$ cat config.mk
export PLATFORM = sky130hd
export DESIGN_NAME = ex_muldiv_flat
export DESIGN_NICKNAME = d
export VERILOG_FILES = /design/src/rtl/ex_muldiv_if.sv /design/src/rtl/ex_muldiv.sv /design/src/flat_wrapper.sv
export SDC_FILE = /design/constraint.sdc
export NUM_CORES = 1
export LEC_CHECK = 0
export ABC_AREA = 1
export CELL_PAD_IN_SITES_DETAIL_PLACEMENT = 0
export CELL_PAD_IN_SITES_GLOBAL_PLACEMENT = 1
export CORE_MARGIN = 2
export CORE_UTILIZATION = 40
export CTS_CLUSTER_DIAMETER = 120
export CTS_CLUSTER_SIZE = 20
export DETAILED_ROUTE_END_ITERATION = 10
export HOLD_SLACK_MARGIN = 0.12
export PLACE_DENSITY_LB_ADDON = 0.15
export SYNTH_ARGS = -nofsm -noshare
export SYNTH_HDL_FRONTEND = slang
export SYNTH_SLANG_ARGS = --single-unit
$ cat constraint.sdc
create_clock -name clk_i -period 7 [get_ports clk_i]
set_clock_uncertainty 0.05 [all_clocks]
set_input_delay 2.1 -clock clk_i [delete_from_list [all_inputs] [get_ports clk_i]]
set_output_delay 2.1 -clock clk_i [all_outputs]
set_load 0.005 [all_outputs]
$ cat src/rtl/ex_muldiv_if.sv
// ex_muldiv_if: operand/control bus from ID/EX and result bus to EX/MEM for the multiply/divide unit
interface ex_muldiv_if #(parameter int XLEN = 32);
  logic            start_i;
  logic            flush_i;
  logic [2:0]      funct3_i;
  logic [XLEN-1:0] rs1_data_i;
  logic [XLEN-1:0] rs2_data_i;
  logic [4:0]      rd_addr_i;
  logic            stall_o;
  logic            done_o;
  logic [XLEN-1:0] result_o;
  logic [4:0]      rd_addr_o;
  modport master (
    output start_i, flush_i, funct3_i, rs1_data_i, rs2_data_i, rd_addr_i,
    input  stall_o, done_o, result_o, rd_addr_o
  );
  modport slave (
    input  start_i, flush_i, funct3_i, rs1_data_i, rs2_data_i, rd_addr_i,
    output stall_o, done_o, result_o, rd_addr_o
  );
endinterface

$ cat src/rtl/ex_muldiv.sv
// ex_muldiv: iterative RV32M multiply/divide unit (divider present only when EX_MULDIV_DIV_EN is defined)
module ex_muldiv #(parameter int XLEN = 32) (
  input logic        clk_i,
  input logic        rst_i,
  ex_muldiv_if.slave bus
);
  typedef enum logic [1:0] {IDLE, BUSY, FIX, DONE} state_t;
  localparam int CW = $clog2(XLEN);
  localparam logic [XLEN-1:0] MIN = {1'b1, {(XLEN-1){1'b0}}};
  state_t            r_state;
  logic [CW-1:0]     r_cnt;
  logic [2:0]        r_f3;
  logic [4:0]        r_rd;
  logic              r_neg;
  logic [XLEN-1:0]   r_op;
  logic [2*XLEN-1:0] r_acc;
  logic              r_done;
  logic [XLEN-1:0]   r_result;
  logic [4:0]        r_rd_out;
  logic [XLEN-1:0]   w_a, w_b, w_abs_a, w_abs_b, w_mul_res, w_fix_res, w_spec_res;
  logic              w_sa, w_sb, w_neg, w_div, w_go, w_spec;
  logic [XLEN:0]     w_sum;
  logic [2*XLEN-1:0] w_prod;
`ifdef EX_MULDIV_DIV_EN
  logic [XLEN-1:0]   r_rem;
  logic [XLEN:0]     w_shift, w_trial;
  logic [XLEN-1:0]   w_div_mag, w_div_res;
  logic              w_b_zero, w_ovf;
`endif
  assign w_a = bus.rs1_data_i;
  assign w_b = bus.rs2_data_i;
  assign w_go = bus.start_i & !bus.flush_i;
  assign w_div = bus.funct3_i[2];
  // operand magnitudes and result sign; only signed operand positions contribute a sign
  always_comb begin
    w_sa = (bus.funct3_i == 3'd1) | (bus.funct3_i == 3'd2) | (bus.funct3_i == 3'd4) | (bus.funct3_i == 3'd6);
    w_sb = (bus.funct3_i == 3'd1) | (bus.funct3_i == 3'd4) | (bus.funct3_i == 3'd6);
    w_abs_a = (w_sa & w_a[XLEN-1]) ? -w_a : w_a;
    w_abs_b = (w_sb & w_b[XLEN-1]) ? -w_b : w_b;
    w_neg = (bus.funct3_i == 3'd6) ? w_a[XLEN-1] : ((w_sa & w_a[XLEN-1]) ^ (w_sb & w_b[XLEN-1]));
  end
  // shift-add step: add multiplicand into the upper half when the current multiplier bit is set
  always_comb begin
    w_sum = {1'b0, r_acc[2*XLEN-1:XLEN]} + (r_acc[0] ? {1'b0, r_op} : '0);
    w_prod = r_neg ? -r_acc : r_acc;
    w_mul_res = (r_f3[1:0] == 2'b00) ? w_prod[XLEN-1:0] : w_prod[2*XLEN-1:XLEN];
  end
`ifdef EX_MULDIV_DIV_EN
  // restoring divide step, sign fix-up and the early-out special cases
  always_comb begin
    w_shift = {r_rem, r_acc[XLEN-1]};
    w_trial = w_shift - {1'b0, r_op};
    w_div_mag = r_f3[1] ? r_rem : r_acc[XLEN-1:0];
    w_div_res = r_neg ? -w_div_mag : w_div_mag;
    w_fix_res = r_f3[2] ? w_div_res : w_mul_res;
    w_b_zero = (w_b == '0);
    w_ovf = !bus.funct3_i[0] & (w_a == MIN) & (w_b == '1);
    w_spec = w_div & (w_b_zero | w_ovf);
    w_spec_res = w_b_zero ? (bus.funct3_i[1] ? w_a : '1) : (bus.funct3_i[1] ? '0 : MIN);
  end
`else
  // without a divider every divide op finishes immediately with zero
  always_comb begin
    w_fix_res = r_f3[2] ? '0 : w_mul_res;
    w_spec = w_div;
    w_spec_res = '0;
  end
`endif
  assign bus.stall_o = !rst_i & (((r_state == IDLE) & w_go) | (r_state == BUSY) | (r_state == FIX));
  assign bus.done_o = r_done;
  assign bus.result_o = r_result;
  assign bus.rd_addr_o = r_rd_out;
  // control FSM with iteration datapath and registered result
  always_ff @(posedge clk_i or posedge rst_i) begin
    if (rst_i) begin
      r_state <= IDLE;
      r_cnt <= '0;
      r_f3 <= '0;
      r_rd <= '0;
      r_neg <= 1'b0;
      r_op <= '0;
      r_acc <= '0;
      r_done <= 1'b0;
      r_result <= '0;
      r_rd_out <= '0;
`ifdef EX_MULDIV_DIV_EN
      r_rem <= '0;
`endif
    end else if (bus.flush_i) begin
      r_state <= IDLE;
      r_cnt <= '0;
      r_done <= 1'b0;
    end else begin
      case (r_state)
        IDLE: begin
          r_done <= 1'b0;
          if (bus.start_i) begin
            r_f3 <= bus.funct3_i;
            r_rd <= bus.rd_addr_i;
            r_neg <= w_neg;
            r_cnt <= '0;
            if (w_spec) begin
              r_result <= w_spec_res;
              r_rd_out <= bus.rd_addr_i;
              r_done <= 1'b1;
              r_state <= DONE;
            end else begin
              r_op <= w_div ? w_abs_b : w_abs_a;
              r_acc <= {{XLEN{1'b0}}, w_div ? w_abs_a : w_abs_b};
`ifdef EX_MULDIV_DIV_EN
              r_rem <= '0;
`endif
              r_state <= BUSY;
            end
          end
        end
        BUSY: begin
          r_cnt <= r_cnt + 1'b1;
`ifdef EX_MULDIV_DIV_EN
          if (r_f3[2]) begin
            r_rem <= w_trial[XLEN] ? w_shift[XLEN-1:0] : w_trial[XLEN-1:0];
            r_acc[XLEN-1:0] <= {r_acc[XLEN-2:0], !w_trial[XLEN]};
          end else
`endif
            r_acc <= {w_sum, r_acc[XLEN-1:1]};
          if (r_cnt == CW'(XLEN - 1)) r_state <= FIX;
        end
        FIX: begin
          r_result <= w_fix_res;
          r_rd_out <= r_rd;
          r_done <= 1'b1;
          r_state <= DONE;
        end
        DONE: begin
          r_done <= 1'b0;
          r_state <= IDLE;
        end
      endcase
    end
  end
endmodule

$ cat src/flat_wrapper.sv
// flat-port wrapper written by rule: the top's interface ports become plain ports
module ex_muldiv_flat 
#(parameter int XLEN = 32)
  (clk_i, rst_i, bus_start_i, bus_flush_i, bus_funct3_i, bus_rs1_data_i, bus_rs2_data_i, bus_rd_addr_i, bus_stall_o, bus_done_o, bus_result_o, bus_rd_addr_o);
  ex_muldiv_if #(.XLEN(XLEN)) bus_i ();
  input logic clk_i;
  input logic rst_i;
  input wire logic [$bits(bus_i.start_i)-1:0] bus_start_i;
  input wire logic [$bits(bus_i.flush_i)-1:0] bus_flush_i;
  input wire logic [$bits(bus_i.funct3_i)-1:0] bus_funct3_i;
  input wire logic [$bits(bus_i.rs1_data_i)-1:0] bus_rs1_data_i;
  input wire logic [$bits(bus_i.rs2_data_i)-1:0] bus_rs2_data_i;
  input wire logic [$bits(bus_i.rd_addr_i)-1:0] bus_rd_addr_i;
  output wire logic [$bits(bus_i.stall_o)-1:0] bus_stall_o;
  output wire logic [$bits(bus_i.done_o)-1:0] bus_done_o;
  output wire logic [$bits(bus_i.result_o)-1:0] bus_result_o;
  output wire logic [$bits(bus_i.rd_addr_o)-1:0] bus_rd_addr_o;
  assign bus_i.start_i = bus_start_i;
  assign bus_i.flush_i = bus_flush_i;
  assign bus_i.funct3_i = bus_funct3_i;
  assign bus_i.rs1_data_i = bus_rs1_data_i;
  assign bus_i.rs2_data_i = bus_rs2_data_i;
  assign bus_i.rd_addr_i = bus_rd_addr_i;
  assign bus_stall_o = bus_i.stall_o;
  assign bus_done_o = bus_i.done_o;
  assign bus_result_o = bus_i.result_o;
  assign bus_rd_addr_o = bus_i.rd_addr_o;
  ex_muldiv #(.XLEN(XLEN)) u_core (.clk_i(clk_i), .rst_i(rst_i), .bus(bus_i));
endmodule
== Yosys cells after proc, flatten, opt, wreduce, memory -nomap -nowiden ==
Index checks and enable logic that the tools add are counted.

* Add/sub/neg operators: 5
* Multiply operators: 0
* Div/mod/pow operators: 0
* $lt $le $gt $ge: 0
* Equality and inequality tests: 13
* Shift-type cells: 0
* Mux-type cells: 28
* Bitwise logic cells: 15
* Reductions and logical operators: 14

{| class="wikitable"
|+ Operator list
! cell !! number
|-
| 32-bit 2-to-1 mux || 7
|-
| 64-bit 2-to-1 mux || 3
|-
| 64-bit one-hot mux with 2 select lines || 1
|-
| 32-bit negator || 2
|-
| 64-bit negator || 1
|-
| 32-bit one-hot mux with 2 select lines || 1
|-
| 32-bit by 33-bit adder with 33-bit output || 1
|-
| 5-bit 2-to-1 mux || 4
|-
| 5-bit one-hot mux with 2 select lines || 2
|-
| 4-bit AND reduction || 3
|-
| 2-bit 2-to-1 mux || 4
|-
| 2-bit one-hot mux with 4 select lines || 1
|-
| 1-bit OR || 7
|-
| 3-bit equality test (second input constant) || 2
|-
| 2-bit inequality test (second input constant) || 3
|-
| 3-bit inequality test (second input constant) || 2
|-
| 5-bit by 1-bit adder with 5-bit output (second input constant) || 1
|-
| 1-bit AND || 5
|-
| 5-bit equality test (second input constant) || 1
|-
| 2-bit equality test (second input constant) || 2
|-
| 2-bit logical NOT || 2
|-
| 1-bit 2-to-1 mux || 4
|-
| 2-bit AND reduction || 2
|-
| 2-bit nonzero test || 2
|-
| 10 further kinds || 12
|}

* Register bits after elaboration: 150
* Bits in latches: 0
* RAM bits: 0
* Bits in read-only memories: 0
* Input bits: 76
* Output and inout bits: 39
* Word-level logic and storage cells: 85
* Memories: 0

== Logic depth before layout (Yosys ltp) ==
* Depth after elaboration: 8
* Depth in mapped cells: 18

== Least setup slack after synthesis ==
OpenSTA, ideal clock, no wires.

* Path type: input -> output
* Start point: in bus_start_i
* End point: out bus_stall_o
* Arrival: 2,771 ps
* Data required time: 4,850 ps
* Slack: 2,079 ps
* Stages on the path: 5
* Path through: nand2_1 > nor2_2 > inv_2 > clkbuf_1 > a31oi_1

* Word-level cells in the longest chain between the ends: 5

{| class="wikitable"
|+ Ends and longest elaborated chain
! item !! RTL line !! text
|-
| start: declaration || flat_wrapper.sv:8 || <nowiki>input wire logic [$bits(bus_i.start_i)-1:0] bus_start_i;</nowiki>
|-
| 1-bit AND || ex_muldiv.sv:32 || <nowiki>assign w_go = bus.start_i & !bus.flush_i;</nowiki>
|-
| 1-bit AND || ex_muldiv.sv:69 || <nowiki>assign bus.stall_o = !rst_i & (((r_state == IDLE) & w_go) | (r_state == BUSY) | (r_state == FIX));</nowiki>
|-
| 1-bit OR (2 in a row) || ex_muldiv.sv:69 ||
|-
| 1-bit AND || ex_muldiv.sv:69 ||
|-
| end: declaration || flat_wrapper.sv:14 || <nowiki>output wire logic [$bits(bus_i.stall_o)-1:0] bus_stall_o;</nowiki>
|}

No other way between the ends.

== Worst setup path after layout ==
Same ends and word-level chain as after synthesis.

==> flow_metrics.tcl <==
set metrics [dict create \
    dpl.hpwl_um 35500 \
    fp-row-count 65 \
    peakVddDrop_v 0.000189 \
    cts-resized-gates 0 \
    final_util_pct 47.3 \
    drt_iter0_markers 1164 \
    grt_use_total_pct 27.3 \
    dieArea_um2 33900 \
    finalSetupTns_ps 0 \
    grt_pass1_vias 12800 \
    cp_max_fo 14 \
    tightest_slew_ps 1100 \
    synth_area_leaders "dfrtp_1 (29%), nand2_1 (21%), nand3_1 (7.9%), nor2_1 (7.5%), inv_1 (7.3%)" \
    slew_headroom_pct 26.3 \
    h-tree-depth 4 \
    r2r_slack_ps 3630 \
    finalPower_mw 5.86 \
    crit_chain "clkdlybuf4s50_1 -> nand2_1 -> nor2_2 -> inv_2 -> a31oi_1 -> clkdlybuf4s50_1" \
    routed_wl_um 44800 \
    synth_top_area_cell "dfrtp_1" \
    firstDrtPassIters 5 \
    design.core.area_um2 31800 \
    regArea_um2 3750 \
    synth_flop_cell "dfrtp_1" \
    portBuffers 114 \
    hold_buffers 0 \
    period_needed_ps 5950 \
    layout_common_cells "nand2_1 (720), nor2_1 (259), inv_1 (253), nand3_1 (204), dfrtp_1 (149)" \
    dieHeight_um 184 \
    viasPerCell 5.17 \
    critPathMaxStageDelay_ps 530 \
    grt_setup_unrepaired "false" \
    die_width_um 184 \
    synth.top_cell.area_share_pct 28.9 \
    r2r_cells 9 \
    antenna_found_initial 0 \
    async_flop_share_pct 100 \
    num_vias 13900 \
    cp_slowest_cell "clkdlybuf4s50_1" \
    end_kind "output port" \
    multiInputGateArea_um2 7920 \
    clockRootBuffer "clkbuf_16" \
    numCtsBuffers 17 \
    drc 0 \
    crit-reg2reg-launch "u_core.r_state[1]" \
    crit_type "input port to output port" \
    crit_arrival_ps 3800 \
    endpoint "bus_stall_o" \
    min_period_over_period_pct 85.1 \
    ys_types 47 \
    synth_edf_count 0 \
    max_clock_freq_mhz 168 \
    reg2reg_to "u_core.r_acc[50]" \
    drive_gt1_share_pct 4.67 \
    synth-seq-area-share_pct 28.9 \
    cts_setup_buffers 0 \
    grt_remaining_overflow 0 \
    final_common_cell "nand2_1" \
    nets 2353 \
    cp.required_ps 4850 \
    final_hold_viol_count 0 \
    p_per_area_nw_per_um2 390 \
    ys_warn_count 0 \
    cts_tree "yes" \
    start_kind "input port" \
    drv_slew 0 \
    finalSetupViolations 0 \
    cts_sinks 150 \
    grt_pass1_wl_um 71300 \
    gp_congestion 0.938 \
    syn_to_final_growth_pct 15.7 \
    cts.clk_slew.worst_paths_ps 60 \
    maxCapViolCount 0 \
    cpMostUsedCell "clkdlybuf4s50_1" \
    netlist_area_um2 13000 \
    start_util_pct 40.9 \
    status "finished, final reports clean" \
    hp-start "u_core.bus.result_o[30]" \
    io_pins 115 \
    syn_avg_cell_area_um2 6.03 \
    hp-class "flop to flop" \
    antenna_cells 0 \
    final_antenna_net_count 0 \
    startpoint "bus_start_i" \
    synth_cells 2155 \
    grt_max_degree 65 \
    leakage_nw 7.63 \
    insertion_delay_ps 450 \
    syn-num-nets 2273 \
    cts_max_path_buffers 2 \
    synth-seq-cells 150 \
    wl_per_cell_um 16.7 \
    n_fill_cell 3426 \
]
[worst min-delay path by stage]
stage                                   end  slack [ps]  depth (start not counted)
floorplan                    u_core.r_rd[0]         390                          2
detailed placement           u_core.r_rd[4]         410                          2
CTS                          u_core.r_rd[4]         430                          2
finish              u_core.bus.result_o[30]         430                          2
global placement             u_core.r_rd[4]         410                          2
global route         u_core.bus.result_o[6]         450                          2
[cells by family (layout without fill, tap and decap cells)]
family                     after synthesis  count (layout)  synth area share (%)
adders and majority gates               42              42                  4.10
buffers and inverters                  332             425                  10.1
AOI/OAI and AO/OA                      303             303                  12.5
and+or+nand+nor                       1290            1290                  41.8
DFF                                    150             150                  28.9
xor gates and xnor gates                38              38                  2.56
[Yosys cell counts (2+ instances only)]
cell type  number
nand3b_1        8
inv_1         254
and2_1          5
dfrtp_1       150
xnor2_1         3
o21ai_0       116
o31ai_1         2
nand4_1        24
a22oi_1         3
inv_2          15
a21oi_1       109
o22ai_1         9
or2_2           5
buf_4           8
nor2_4          8
nand3_2         5
buf_6           2
xor2_1         35
o21ai_1        30
o211ai_1        5
nand3_1       204
nor2_1        259
buf_2          21
nor4_1          4
buf_1           7
o21ai_2         3
clkbuf_1       23
nor2_2         11
a31oi_1        15
ha_1           41
nor3_1         23
nand2_1       720
o21bai_1        4
nand2_2        11
[layer usage]
metal,vias up,global-route usage [%],part of all wire (%),routed length [um]
met5,-,0,0,0
met4,0,8.48,2.6,1170
met3,53,4.29,6.9,3100
met2,507,39.9,41,18300
met1,6243,40.9,50,22200
li1,7062,-,-,-
[area by class of cell]
type | count | area share, %
Multi-Input combinational cell | 1673 | 52.7
Clock inverter | 14 | 1.10
Timing Repair Buffer | 122 | 7.99
Tap cell | 435 | 3.62
Clock buffer | 18 | 2.85
Inverter | 271 | 6.81
Sequential cell | 150 | 25.0
[registers in the layout (all words and copies together), names as in the netlist]
name                  count
u_core.r_acc             64
u_core.bus.result_o      32
u_core.r_op              32
u_core.bus.rd_addr_o      5
u_core.r_cnt              5
u_core.r_rd               5
u_core.r_f3               3
u_core.r_state            2
u_core.bus.done_o         1
u_core.r_neg              1
[critical path: cells and delay by family]
kind | cells | cell delay, ps
AND/OR/NAND/NOR | 2 | 330
AO/OA/AOI/OAI | 1 | 180
buffers and inverters | 3 | 1200
[power by group]
part | switching [mW] | internal, mW | leakage [nW]
combinational | 2.15 | 1.07 | 5.41
sequential | 0.468 | 1.21 | 1.94
clock | 0.427 | 0.536 | 0.283
total | 3.05 | 2.82 | 7.63
[through the flow]
step	cell area (um2)	instances	hold slack (ps)	setup WS, ps
final	15000	2683	426	1050
after global placement	14400	2651	410	1070
after floorplan	13000	2155	392	814
after detailed placement	14400	2651	409	1060
after CTS	15000	2683	426	1040
after global routing	15000	2683	448	973
No activity file was read; power rests on OpenSTA's default activity.
